### config.mk
export PLATFORM = sky130hd
export DESIGN_NAME = dct_block_sequencer_flat
export DESIGN_NICKNAME = d
export VERILOG_FILES = /design/src/rtl/dct_pkg.sv /design/src/rtl/dct_block_sequencer_if.sv /design/src/rtl/dct_coef_emitter.sv /design/src/rtl/dct_block_sequencer.sv /design/src/flat_wrapper.sv
export SDC_FILE = /design/constraint.sdc
export NUM_CORES = 1
export LEC_CHECK = 0
export ABC_AREA = 1
export CELL_PAD_IN_SITES_DETAIL_PLACEMENT = 0
export CELL_PAD_IN_SITES_GLOBAL_PLACEMENT = 1
export CORE_MARGIN = 5
export CORE_UTILIZATION = 35
export CTS_BUF_LIST = sky130_fd_sc_hd__clkbuf_4
export DETAILED_ROUTE_END_ITERATION = 10
export PLACE_DENSITY_LB_ADDON = 0.3
export SLEW_MARGIN = 30
export SYNTH_ARGS = -nofsm -noshare
export SYNTH_HDL_FRONTEND = slang
export SYNTH_SLANG_ARGS = --single-unit
### constraint.sdc
create_clock -name clk -period 1.4 [get_ports clk]
set_input_delay 0.28 -clock clk [delete_from_list [all_inputs] [get_ports clk]]
set_output_delay 0.28 -clock clk [all_outputs]
set_load 0.005 [all_outputs]
### src/rtl/dct_pkg.sv
// Shared widths, counts and FSM encoding for the DCT block sequencer.
// Pure declarations: no latency, no flow control.
package dct_pkg;
    localparam int SAMPLE_W        = 8;
    localparam int COEF_W          = 19;
    localparam int NUM_COEF        = 8;
    localparam int IDX_W           = 3;
    localparam int CNT_W           = 6;
    localparam int DCT_LATENCY_DEF = 10;

    typedef enum logic [1:0] {
        ST_COLLECT  = 2'd0,
        ST_WAIT_OUT = 2'd1,
        ST_RUN      = 2'd2,
        ST_CAPTURE  = 2'd3
    } seq_state_e;
endpackage

### src/rtl/dct_block_sequencer_if.sv
// Sample input, DCT unit fan-out/fan-in and coefficient output of the sequencer.
// Slave side is the sequencer; master side is its environment.
interface dct_block_sequencer_if;
    import dct_pkg::*;

    logic [SAMPLE_W-1:0]                in_data;
    logic                               in_valid;
    logic                               in_ready;
    logic [NUM_COEF-1:0][SAMPLE_W-1:0]  blk_sample;
    logic                               dct_en;
    logic                               dct_cs;
    logic [NUM_COEF-1:0][COEF_W-1:0]    z;
    logic [COEF_W-1:0]                  coef_data;
    logic [IDX_W-1:0]                   coef_idx;
    logic                               coef_valid;
    logic                               coef_last;
    logic                               coef_ready;
    logic                               busy;

    modport master (
        output in_data, in_valid, z, coef_ready,
        input  in_ready, blk_sample, dct_en, dct_cs,
               coef_data, coef_idx, coef_valid, coef_last, busy
    );

    modport slave (
        input  in_data, in_valid, z, coef_ready,
        output in_ready, blk_sample, dct_en, dct_cs,
               coef_data, coef_idx, coef_valid, coef_last, busy
    );
endinterface

### src/rtl/dct_coef_emitter.sv
// Holds one block of coefficients and streams them out as idx 0..7; first valid the cycle after load.
// Holds data/idx while coef_ready is low; free_o tells the FSM a new block may be computed.
module dct_coef_emitter
    import dct_pkg::*;
(
    input  logic                            clk,
    input  logic                            rst_n,
    input  logic                            load_i,
    input  logic [NUM_COEF-1:0][COEF_W-1:0] z_i,
    input  logic                            coef_ready_i,
    output logic [COEF_W-1:0]               coef_data_o,
    output logic [IDX_W-1:0]                coef_idx_o,
    output logic                            coef_valid_o,
    output logic                            coef_last_o,
    output logic                            full_o,
    output logic                            free_o
);
    logic [NUM_COEF-1:0][COEF_W-1:0] coef_q, coef_d;
    logic [IDX_W-1:0]                rd_idx_q, rd_idx_d;
    logic                            full_q, full_d;
    logic                            hs;
    logic                            last_hs;

    assign hs      = full_q && coef_ready_i;
    assign last_hs = hs && (rd_idx_q == IDX_W'(NUM_COEF-1));

    // Shift register keeps the output word itself registered: coef_q[0] is always the head.
    always_comb begin
        coef_d   = coef_q;
        rd_idx_d = rd_idx_q;
        full_d   = full_q;
        if (load_i) begin
            coef_d   = z_i;
            rd_idx_d = '0;
            full_d   = 1'b1;
        end else if (hs) begin
            coef_d   = {{COEF_W{1'b0}}, coef_q[NUM_COEF-1:1]};
            rd_idx_d = rd_idx_q + 1'b1;
            if (last_hs) begin
                full_d = 1'b0;
            end
        end
    end

    always_ff @(posedge clk or negedge rst_n) begin
        if (!rst_n) begin
            coef_q   <= '0;
            rd_idx_q <= '0;
            full_q   <= 1'b0;
        end else begin
            coef_q   <= coef_d;
            rd_idx_q <= rd_idx_d;
            full_q   <= full_d;
        end
    end

    assign coef_data_o  = coef_q[0];
    assign coef_idx_o   = rd_idx_q;
    assign coef_valid_o = full_q;
    assign coef_last_o  = full_q && (rd_idx_q == IDX_W'(NUM_COEF-1));
    assign full_o       = full_q;
    // A final handshake this cycle frees the register as far as the FSM is concerned.
    assign free_o       = !full_q || last_hs;
endmodule

### src/rtl/dct_block_sequencer.sv
// Gathers 8 samples, drives the DCT units for DCT_LATENCY cycles, emits 8 coefficients (8th accept -> first valid: DCT_LATENCY+2).
// in_ready drops outside COLLECT; a finished block waits in WAIT_OUT until the emitter drains.
module dct_block_sequencer
    import dct_pkg::*;
#(
    parameter int DCT_LATENCY = DCT_LATENCY_DEF
)
(
    input  logic                  clk,
    input  logic                  rst_n,
    dct_block_sequencer_if.slave  bus
);
    seq_state_e                        state_q, state_d;
    logic [IDX_W-1:0]                  wr_ptr_q, wr_ptr_d;
    logic [CNT_W-1:0]                  cnt_q, cnt_d;
    logic [NUM_COEF-1:0][SAMPLE_W-1:0] blk_q, blk_d;
    logic                              in_ready_q, in_ready_d;
    logic                              dct_en_q, dct_en_d;
    logic                              accept;
    logic                              cnt_done;
    logic                              load;
    logic                              em_full;
    logic                              em_free;

    assign accept   = bus.in_valid && in_ready_q;
    assign cnt_done = (cnt_q == CNT_W'(DCT_LATENCY - 1));

    always_ff @(posedge clk or negedge rst_n) begin
        if (!rst_n) begin
            state_q    <= ST_COLLECT;
            wr_ptr_q   <= '0;
            cnt_q      <= '0;
            blk_q      <= '0;
            in_ready_q <= 1'b0;
            dct_en_q   <= 1'b0;
        end else begin
            state_q    <= state_d;
            wr_ptr_q   <= wr_ptr_d;
            cnt_q      <= cnt_d;
            blk_q      <= blk_d;
            in_ready_q <= in_ready_d;
            dct_en_q   <= dct_en_d;
        end
    end

    always_comb begin
        state_d = state_q;
        unique case (state_q)
            ST_COLLECT: begin
                if (accept && (wr_ptr_q == IDX_W'(NUM_COEF-1))) begin
                    state_d = em_free ? ST_RUN : ST_WAIT_OUT;
                end
            end
            ST_WAIT_OUT: begin
                if (em_free) begin
                    state_d = ST_RUN;
                end
            end
            ST_RUN: begin
                if (cnt_done) begin
                    state_d = ST_CAPTURE;
                end
            end
            ST_CAPTURE: state_d = ST_COLLECT;
            default:    state_d = ST_COLLECT;
        endcase
    end

    // Handshake and DCT controls are registered from the next state so they read 0 during reset.
    always_comb begin
        in_ready_d = (state_d == ST_COLLECT);
        dct_en_d   = (state_d == ST_RUN);
        load       = (state_q == ST_CAPTURE);
    end

    always_comb begin
        wr_ptr_d = wr_ptr_q;
        blk_d    = blk_q;
        cnt_d    = (state_q == ST_RUN && !cnt_done) ? cnt_q + 1'b1 : '0;
        if (accept) begin
            blk_d[wr_ptr_q] = bus.in_data;
            wr_ptr_d        = wr_ptr_q + 1'b1;
        end
    end

    dct_coef_emitter u_emitter (
        .clk          (clk),
        .rst_n        (rst_n),
        .load_i       (load),
        .z_i          (bus.z),
        .coef_ready_i (bus.coef_ready),
        .coef_data_o  (bus.coef_data),
        .coef_idx_o   (bus.coef_idx),
        .coef_valid_o (bus.coef_valid),
        .coef_last_o  (bus.coef_last),
        .full_o       (em_full),
        .free_o       (em_free)
    );

    assign bus.in_ready   = in_ready_q;
    assign bus.blk_sample = blk_q;
    assign bus.dct_en     = dct_en_q;
    assign bus.dct_cs     = dct_en_q;
    assign bus.busy       = (state_q != ST_COLLECT) || em_full;
endmodule

### src/flat_wrapper.sv
// flat-port wrapper written by rule: the top's interface ports become plain ports
module dct_block_sequencer_flat import dct_pkg::*;
#(
    parameter int DCT_LATENCY = DCT_LATENCY_DEF
)
  (clk, rst_n, bus_in_data, bus_in_valid, bus_z, bus_coef_ready, bus_in_ready, bus_blk_sample, bus_dct_en, bus_dct_cs, bus_coef_data, bus_coef_idx, bus_coef_valid, bus_coef_last, bus_busy);
  dct_block_sequencer_if bus_i ();
  input  logic clk;
  input  logic rst_n;
  input wire logic [$bits(bus_i.in_data)-1:0] bus_in_data;
  input wire logic [$bits(bus_i.in_valid)-1:0] bus_in_valid;
  input wire logic [$bits(bus_i.z)-1:0] bus_z;
  input wire logic [$bits(bus_i.coef_ready)-1:0] bus_coef_ready;
  output wire logic [$bits(bus_i.in_ready)-1:0] bus_in_ready;
  output wire logic [$bits(bus_i.blk_sample)-1:0] bus_blk_sample;
  output wire logic [$bits(bus_i.dct_en)-1:0] bus_dct_en;
  output wire logic [$bits(bus_i.dct_cs)-1:0] bus_dct_cs;
  output wire logic [$bits(bus_i.coef_data)-1:0] bus_coef_data;
  output wire logic [$bits(bus_i.coef_idx)-1:0] bus_coef_idx;
  output wire logic [$bits(bus_i.coef_valid)-1:0] bus_coef_valid;
  output wire logic [$bits(bus_i.coef_last)-1:0] bus_coef_last;
  output wire logic [$bits(bus_i.busy)-1:0] bus_busy;
  assign bus_i.in_data = bus_in_data;
  assign bus_i.in_valid = bus_in_valid;
  assign bus_i.z = bus_z;
  assign bus_i.coef_ready = bus_coef_ready;
  assign bus_in_ready = bus_i.in_ready;
  assign bus_blk_sample = bus_i.blk_sample;
  assign bus_dct_en = bus_i.dct_en;
  assign bus_dct_cs = bus_i.dct_cs;
  assign bus_coef_data = bus_i.coef_data;
  assign bus_coef_idx = bus_i.coef_idx;
  assign bus_coef_valid = bus_i.coef_valid;
  assign bus_coef_last = bus_i.coef_last;
  assign bus_busy = bus_i.busy;
  dct_block_sequencer #(.DCT_LATENCY(DCT_LATENCY)) u_core (.clk(clk), .rst_n(rst_n), .bus(bus_i));
endmodule
== Yosys cells after proc, flatten, opt, wreduce, memory -nomap -nowiden ==
Index checks and enable logic that the tools add are counted.
W data, S select, Z words.
Word-level totals
  word-level logic and storage cells: 68
  input port bits: 164
  bits in registers: 233
  output and inout bits: 92
Cells by class
  reductions and logical operators: 17
  equal/unequal tests: 7
  muxes and demuxes: 16
  add/sub/neg operators: 3
  order comparisons: 2
Operators by type and width (number)
  $mux W152: 2
  $bwmux W64: 1
  $demux W8 S3: 1
  $mux W2: 4
  $mux W8: 1
  $pmux W2 S4: 1
  $logic_and A1 B1 Y1: 7
  $add A3 B1 Y3 const B: 2
  $add A6 B1 Y6 const B: 1
  $eq A2 B2 Y1 const B: 3
  $eq A3 B3 Y1 const B: 2
  $eq A6 B4 Y1 const B: 1
  $mux W3: 2
  $mux W6: 1
  $reduce_bool A2 Y1: 3
  $logic_not A2 Y1: 2
  $lt A3 B4 Y1 const B: 1
  $ge A3 B1 Y1 const B: 1
  $mux W1: 3
  $eq A2 B1 Y1 const B: 1
  $logic_not A1 Y1: 2
  $logic_or A1 B1 Y1: 2
  $reduce_and A2 Y1: 1

== Longest topological paths before layout ==
  depth after elaboration: 7
  gate-level depth with buffers: 7

== By module ==
From an unflattened synthesis, not the netlist that was laid out.
Unflattened totals
  cell total of the unflattened synthesis: 1410
  area, all modules: 11039.3 um2
Modules (own cells, without submodules)
  dct_coef_emitter: sequential area each 3903.7 um2, area an instance 7945.1 um2, cells an instance 1113, instances 1
  dct_block_sequencer: sequential area each 1926.8 um2, area an instance 3094.2 um2, cells an instance 297, instances 1

== Worst setup path before layout ==
OpenSTA, ideal clock, no wires.
  path type: flip-flop to flip-flop
  start: register u_core.u_emitter.rd_idx_q[0] (netlist: u_core.u_emitter.coef_idx_o[0])
  end: register u_core.dct_en_q (netlist: u_core.bus.dct_cs)
  cell stages (with the launch flop): 7
  slack: 0.142 ns
  path buffers: 0
  arrival: 1.137 ns
  cells stage by stage: dfrtp_1 > ha_1 > ha_1 > a21oi_1 > nand3_1 > nand2_1 > nor2_1
Between the ends
  longest elaborated chain between the ends: 7
  elaborated cells on any way between the ends: 8
  classes of those cells: eq/ne (2); mux (4); reduce/logical (2)
RTL lines
  from (decl): line dct_coef_emitter.sv:19  | logic [IDX_W-1:0] rd_idx_q, rd_idx_d;
  from (signal assigned): line dct_coef_emitter.sv:52  | rd_idx_q <= rd_idx_d;
  $eq A3 B3 Y1 *: line dct_coef_emitter.sv:25  | assign last_hs = hs && (rd_idx_q == IDX_W'(NUM_COEF-1));
  $logic_and A1 B1 Y1 *: line dct_coef_emitter.sv:25
  $logic_or A1 B1 Y1 *: line dct_coef_emitter.sv:63  | assign free_o = !full_q || last_hs;
  $mux W2: line dct_block_sequencer.sv:51  | state_d = em_free ? ST_RUN : ST_WAIT_OUT;
  $mux W2: line dct_block_sequencer.sv:50  | if (accept && (wr_ptr_q == IDX_W'(NUM_COEF-1))) begin
  $pmux W2 S4 *: line dct_block_sequencer.sv:48  | unique case (state_q)
  via u_core.state_d[0]: line dct_block_sequencer.sv:13  | seq_state_e state_q, state_d;
  $eq A2 B2 Y1 *: line dct_block_sequencer.sv:72  | dct_en_d = (state_d == ST_RUN);
  via u_core.dct_en_d: line dct_block_sequencer.sv:18  | logic dct_en_q, dct_en_d;
  to (signal assigned): line dct_block_sequencer.sv:42  | dct_en_q <= dct_en_d;
  to (decl): line dct_block_sequencer.sv:18
The timed path passes the listed nets; every way through them passes the cells marked *.
A chain may end at the register's enable or synchronous reset.

== Worst setup path in the final report ==
  start: register u_core.u_emitter.rd_idx_q[1] (netlist: u_core.u_emitter.coef_idx_o[1])
  end: output port bus_coef_last
Between the ends
  longest elaborated chain between the ends: 2
RTL lines
  $eq A3 B3 Y1: line dct_coef_emitter.sv:60  | assign coef_last_o = full_q && (rd_idx_q == IDX_W'(NUM_COEF-1));
  $logic_and A1 B1 Y1: line dct_coef_emitter.sv:60
  to (decl): line flat_wrapper.sv:21  | output wire logic [$bits(bus_i.coef_last)-1:0] bus_coef_last;
No other way between the ends.

==> flow_results.xml <==
<?xml version="1.0" encoding="UTF-8"?>
<metrics>
  <group name="status">
    <metric name="result_of_the_run" unit="">complete, but fails checks</metric>
    <metric name="violations" unit="">negative setup slack</metric>
  </group>
  <group name="clocking">
    <metric name="cts_root_buffer" unit="">clkbuf_4</metric>
    <metric name="cts_max_level" unit="">3</metric>
    <metric name="numCtsBuffers" unit="">66</metric>
    <metric name="clock_sink_total" unit="">233</metric>
    <metric name="cts_tree" unit="">built</metric>
    <metric name="clock_insertion_delay_worst_skew" unit="ns">0.65</metric>
    <metric name="worst_setup_hold_path_clk_slew" unit="ns">0.07</metric>
    <metric name="cts_max_path_buffers" unit="">3</metric>
  </group>
  <group name="yosys">
    <metric name="ys_seq_elements" unit="">233</metric>
    <metric name="mapped_area" unit="um^2">9684</metric>
    <metric name="synthDominantCellAreaShare" unit="">0.6021</metric>
    <metric name="ys_top_cells_by_area" unit="">dfrtp_1 (60%), nand2_1 (16%), nand3_1 (3.8%)</metric>
    <metric name="netlist-cell-type-count" unit="">27</metric>
    <metric name="edff_count_synth" unit="">0</metric>
    <metric name="yosysMostFrequentCell" unit="">nand2_1</metric>
    <metric name="yosysSeqAreaShare" unit="">0.6021</metric>
    <metric name="synth_nets" unit="">1234</metric>
    <metric name="async_set_reset_flop_share_out_of_synthesis" unit="">1.000</metric>
    <metric name="netlist_top_cells_count" unit="">nand2_1 (405), dfrtp_1 (233), nand3_1 (74)</metric>
    <metric name="ys.flop_type" unit="">dfrtp_1</metric>
    <metric name="synthesis.area_per_instance" unit="um^2">9.102</metric>
    <metric name="ys_warnings" unit="">0</metric>
    <metric name="post-synth-top-area-cell" unit="">dfrtp_1</metric>
    <metric name="postSynthCellCount" unit="">1064</metric>
  </group>
  <group name="layout">
    <metric name="final_core_util" unit="">0.5198</metric>
    <metric name="syn2layout_area_growth" unit="%">45.45</metric>
    <metric name="layout_cells_sized_above_1" unit="">0.2356</metric>
    <metric name="final_net_count" unit="">1612</metric>
  </group>
  <group name="grt">
    <metric name="maximum_number_of_pins_on_one_net_before_global_route_repair" unit="">57</metric>
    <metric name="initial_antenna_violation_count" unit="">7</metric>
    <metric name="grt_overflow" unit="">0</metric>
    <metric name="first_pass_grt_wire_length" unit="um">46690</metric>
    <metric name="global_route.usage.total" unit="">0.1879</metric>
    <metric name="first_global_vias" unit="">8760</metric>
  </group>
  <group name="floorplan">
    <metric name="core_ar" unit="um^2">27100</metric>
    <metric name="initial_core_util" unit="">0.3573</metric>
    <metric name="die_h" unit="um">176.3</metric>
    <metric name="fp.dieW" unit="um">176.3</metric>
    <metric name="io_pins" unit="">256</metric>
    <metric name="floorplan.rows" unit="">60</metric>
    <metric name="dieArea" unit="um^2">31100</metric>
  </group>
  <group name="critical_path">
    <metric name="timing.critical_path.arrival" unit="ns">1.58</metric>
    <metric name="start_kind" unit="">register</metric>
    <metric name="critPathTopFamily" unit="">flip-flops</metric>
    <metric name="critical_path_buf_inv_count" unit="">2</metric>
    <metric name="cp-end-kind" unit="">primary output</metric>
    <metric name="crit_fanout" unit="">3</metric>
    <metric name="crit_path_cell_trace" unit="">ha_2 &gt; ha_4 &gt; nand2_2 &gt; inv_1 &gt; buf_2</metric>
    <metric name="crit_slowest_cell" unit="">dfrtp_1</metric>
    <metric name="cp_data_required_time" unit="ns">1.12</metric>
    <metric name="cp.depth" unit="">5</metric>
    <metric name="path_class" unit="">register to primary output</metric>
    <metric name="slowest_delay" unit="ns">0.38</metric>
    <metric name="timing.reg2reg.worst_path_depth" unit="">8</metric>
  </group>
  <group name="pwr">
    <metric name="standby_leakage_power" unit="nW">6.830</metric>
    <metric name="ir_worst_vdd" unit="V">0.0006553</metric>
    <metric name="powerDensity" unit="nW/um^2">1874</metric>
  </group>
  <group name="routing">
    <metric name="detailroute.via_count" unit="">8527</metric>
    <metric name="average_wire_per_standard_cell" unit="um">16.08</metric>
    <metric name="finalWirelength" unit="um">29790</metric>
    <metric name="remaining_drc_errors" unit="">0</metric>
    <metric name="antenna_left" unit="">0</metric>
    <metric name="drt-pass1-iter-count" unit="">5</metric>
    <metric name="initialDrtViolationCount" unit="">570</metric>
    <metric name="vias_per_cell" unit="">4.602</metric>
  </group>
  <group name="timing">
    <metric name="postLayoutSetupSlackWorst" unit="ns">-0.4648</metric>
    <metric name="hold_violations" unit="">0</metric>
    <metric name="clock-skew-final" unit="ns">0.04550</metric>
    <metric name="achievable-frequency" unit="MHz">536.3</metric>
    <metric name="final_max_slew_viol_count" unit="">0</metric>
    <metric name="period_minus_slack" unit="ns">1.865</metric>
    <metric name="min_period_over_period" unit="">1.332</metric>
    <metric name="worstMarginPinSlew" unit="ns">0.3494</metric>
    <metric name="setup_viol" unit="">80</metric>
    <metric name="slew_headroom" unit="">0.7668</metric>
    <metric name="rsz0062_at_grt" unit="">true</metric>
    <metric name="tns" unit="ns">-3.082</metric>
  </group>
  <group name="flow_run">
    <metric name="maxCapViolCount" unit="">0</metric>
  </group>
  <group name="placed_design">
    <metric name="dpl_worst_slack" unit="ns">-0.2639</metric>
    <metric name="hpwl_detailed" unit="um">20090</metric>
    <metric name="place_congestion" unit="">0.7671</metric>
    <metric name="io_buffer_count" unit="">255</metric>
  </group>
  <group name="min_path">
    <metric name="min-delay-path-class" unit="">primary input to asynchronous set/reset pin</metric>
  </group>
</metrics>
worst paths after layout:
check / from / end / slack [ns]
max: u_core.u_emitter.coef_idx_o[1] / bus_coef_last / -0.46
min: rst_n / u_core.u_emitter.coef_q[38] / 0.06
max reg2reg: u_core.state_q[1] / u_core.u_emitter.coef_idx_o[0] / 0.01
min reg2reg: u_core.u_emitter.coef_q[119] / u_core.u_emitter.coef_q[100] / 0.48
max in group asynchronous: rst_n / u_core.u_emitter.coef_valid_o / 0.70
min in group clk: bus_z[135] / u_core.u_emitter.coef_q[135] / 0.21
repair_timing:
action / 4_1_cts / 5_1_grt
gates resized for setup: 393 / 32
setup buffers: 48 / 27
endpoints found under the setup margin: 101 / 189
hold endpoints to repair: 233 / 0
pin swaps: 4 / 2
gates cloned: 2 / 4
hold buffers: 1 / 0
kinds of logic after synthesis:
| kind of cell | after synthesis | synth area share |
|---|---|---|
| simple gates | 534 | 0.2204 |
| flops | 233 | 0.6021 |
| compound gates | 158 | 0.09819 |
| buf+inv | 130 | 0.06886 |
| fa+ha+maj | 6 | 0.007752 |
| xor+xnor | 3 | 0.002714 |
state kept, by name (all words and copies together) (netlist names):
| signal | count |
|---|---|
| u_core.u_emitter.coef_q | 133 |
| u_core.bus.blk_sample | 64 |
| u_core.u_emitter.coef_data_o | 19 |
| u_core.cnt_q | 6 |
| u_core.u_emitter.coef_idx_o | 3 |
| u_core.wr_ptr_q | 3 |
| u_core.state_q | 2 |
| u_core.bus.dct_cs | 1 |
| u_core.bus.in_ready | 1 |
| u_core.u_emitter.coef_valid_o | 1 |
routing by layer:
| metal | wire length, um | GRT usage | vias to the layer above |
|---|---|---|---|
| met1 | 13140 | 0.2498 | 3973 |
| met2 | 13580 | 0.2941 | 267 |
| li1 | - | - | 4219 |
| met3 | 2284 | 0.05739 | 62 |
| met5 | 34 | 0 | - |
| met4 | 752 | 0.06415 | 6 |
final cells by class:
| class | count | area [um^2] |
|---|---|---|
| Inverter | 56 | 232.7 |
| Sequential cell | 233 | 5832 |
| Fill cell | 2639 | 13020 |
| Antenna cell | 4 | 10.01 |
| Timing Repair Buffer | 384 | 3488 |
| Clock buffer | 90 | 675.6 |
| Multi-Input combinational cell | 701 | 3303 |
| Tap cell | 372 | 465.4 |
| Clock inverter | 13 | 78.83 |
worst reg2reg max path, cell delays in order, from the launching register on:
cell     delay, ns
dfrtp_1       0.39
buf_6         0.14
nand2_8       0.10
inv_8         0.06
nor2_4        0.12
buf_12        0.18
buf_12        0.16
nor2_1        0.05
a21oi_1       0.11
where the power goes:
| group | leakage (nW) | internal (W) | switching [W] | total, W |
|---|---|---|---|---|
| clock | 0.456 | 0.00312 | 0.00276 | 0.00588 |
| combinational | 3.35 | 0.00508 | 0.00468 | 0.00976 |
| sequential | 3.03 | 0.00937 | 0.00139 | 0.0108 |
through the flow:
step                      total power, W  area [um^2]  instances  hold slack, ns
after floorplan                  0.01508         9684       1064        -0.01559
after global placement           0.01956        12840       1666          0.1379
after detailed placement         0.01979        12840       1666          0.1402
after CTS                        0.02592        13670       1820         0.01162
after global routing             0.02852        14090       1853         0.02890
final                            0.02639        14090       1853         0.06297
layout by cell type (no fill, tap or decap), types with 17 or more instances in the layout:
cell type	count
inv_1	53
buf_6	18
clkbuf_4	90
buf_4	93
nand3_1	69
buf_12	18
o211ai_1	44
nor2_1	45
nand2_1	397
dfrtp_1	232
o22ai_1	17
buf_2	85
clkdlybuf4s50_1	162
o21ai_0	70
Power figures use the tool's default switching activity.
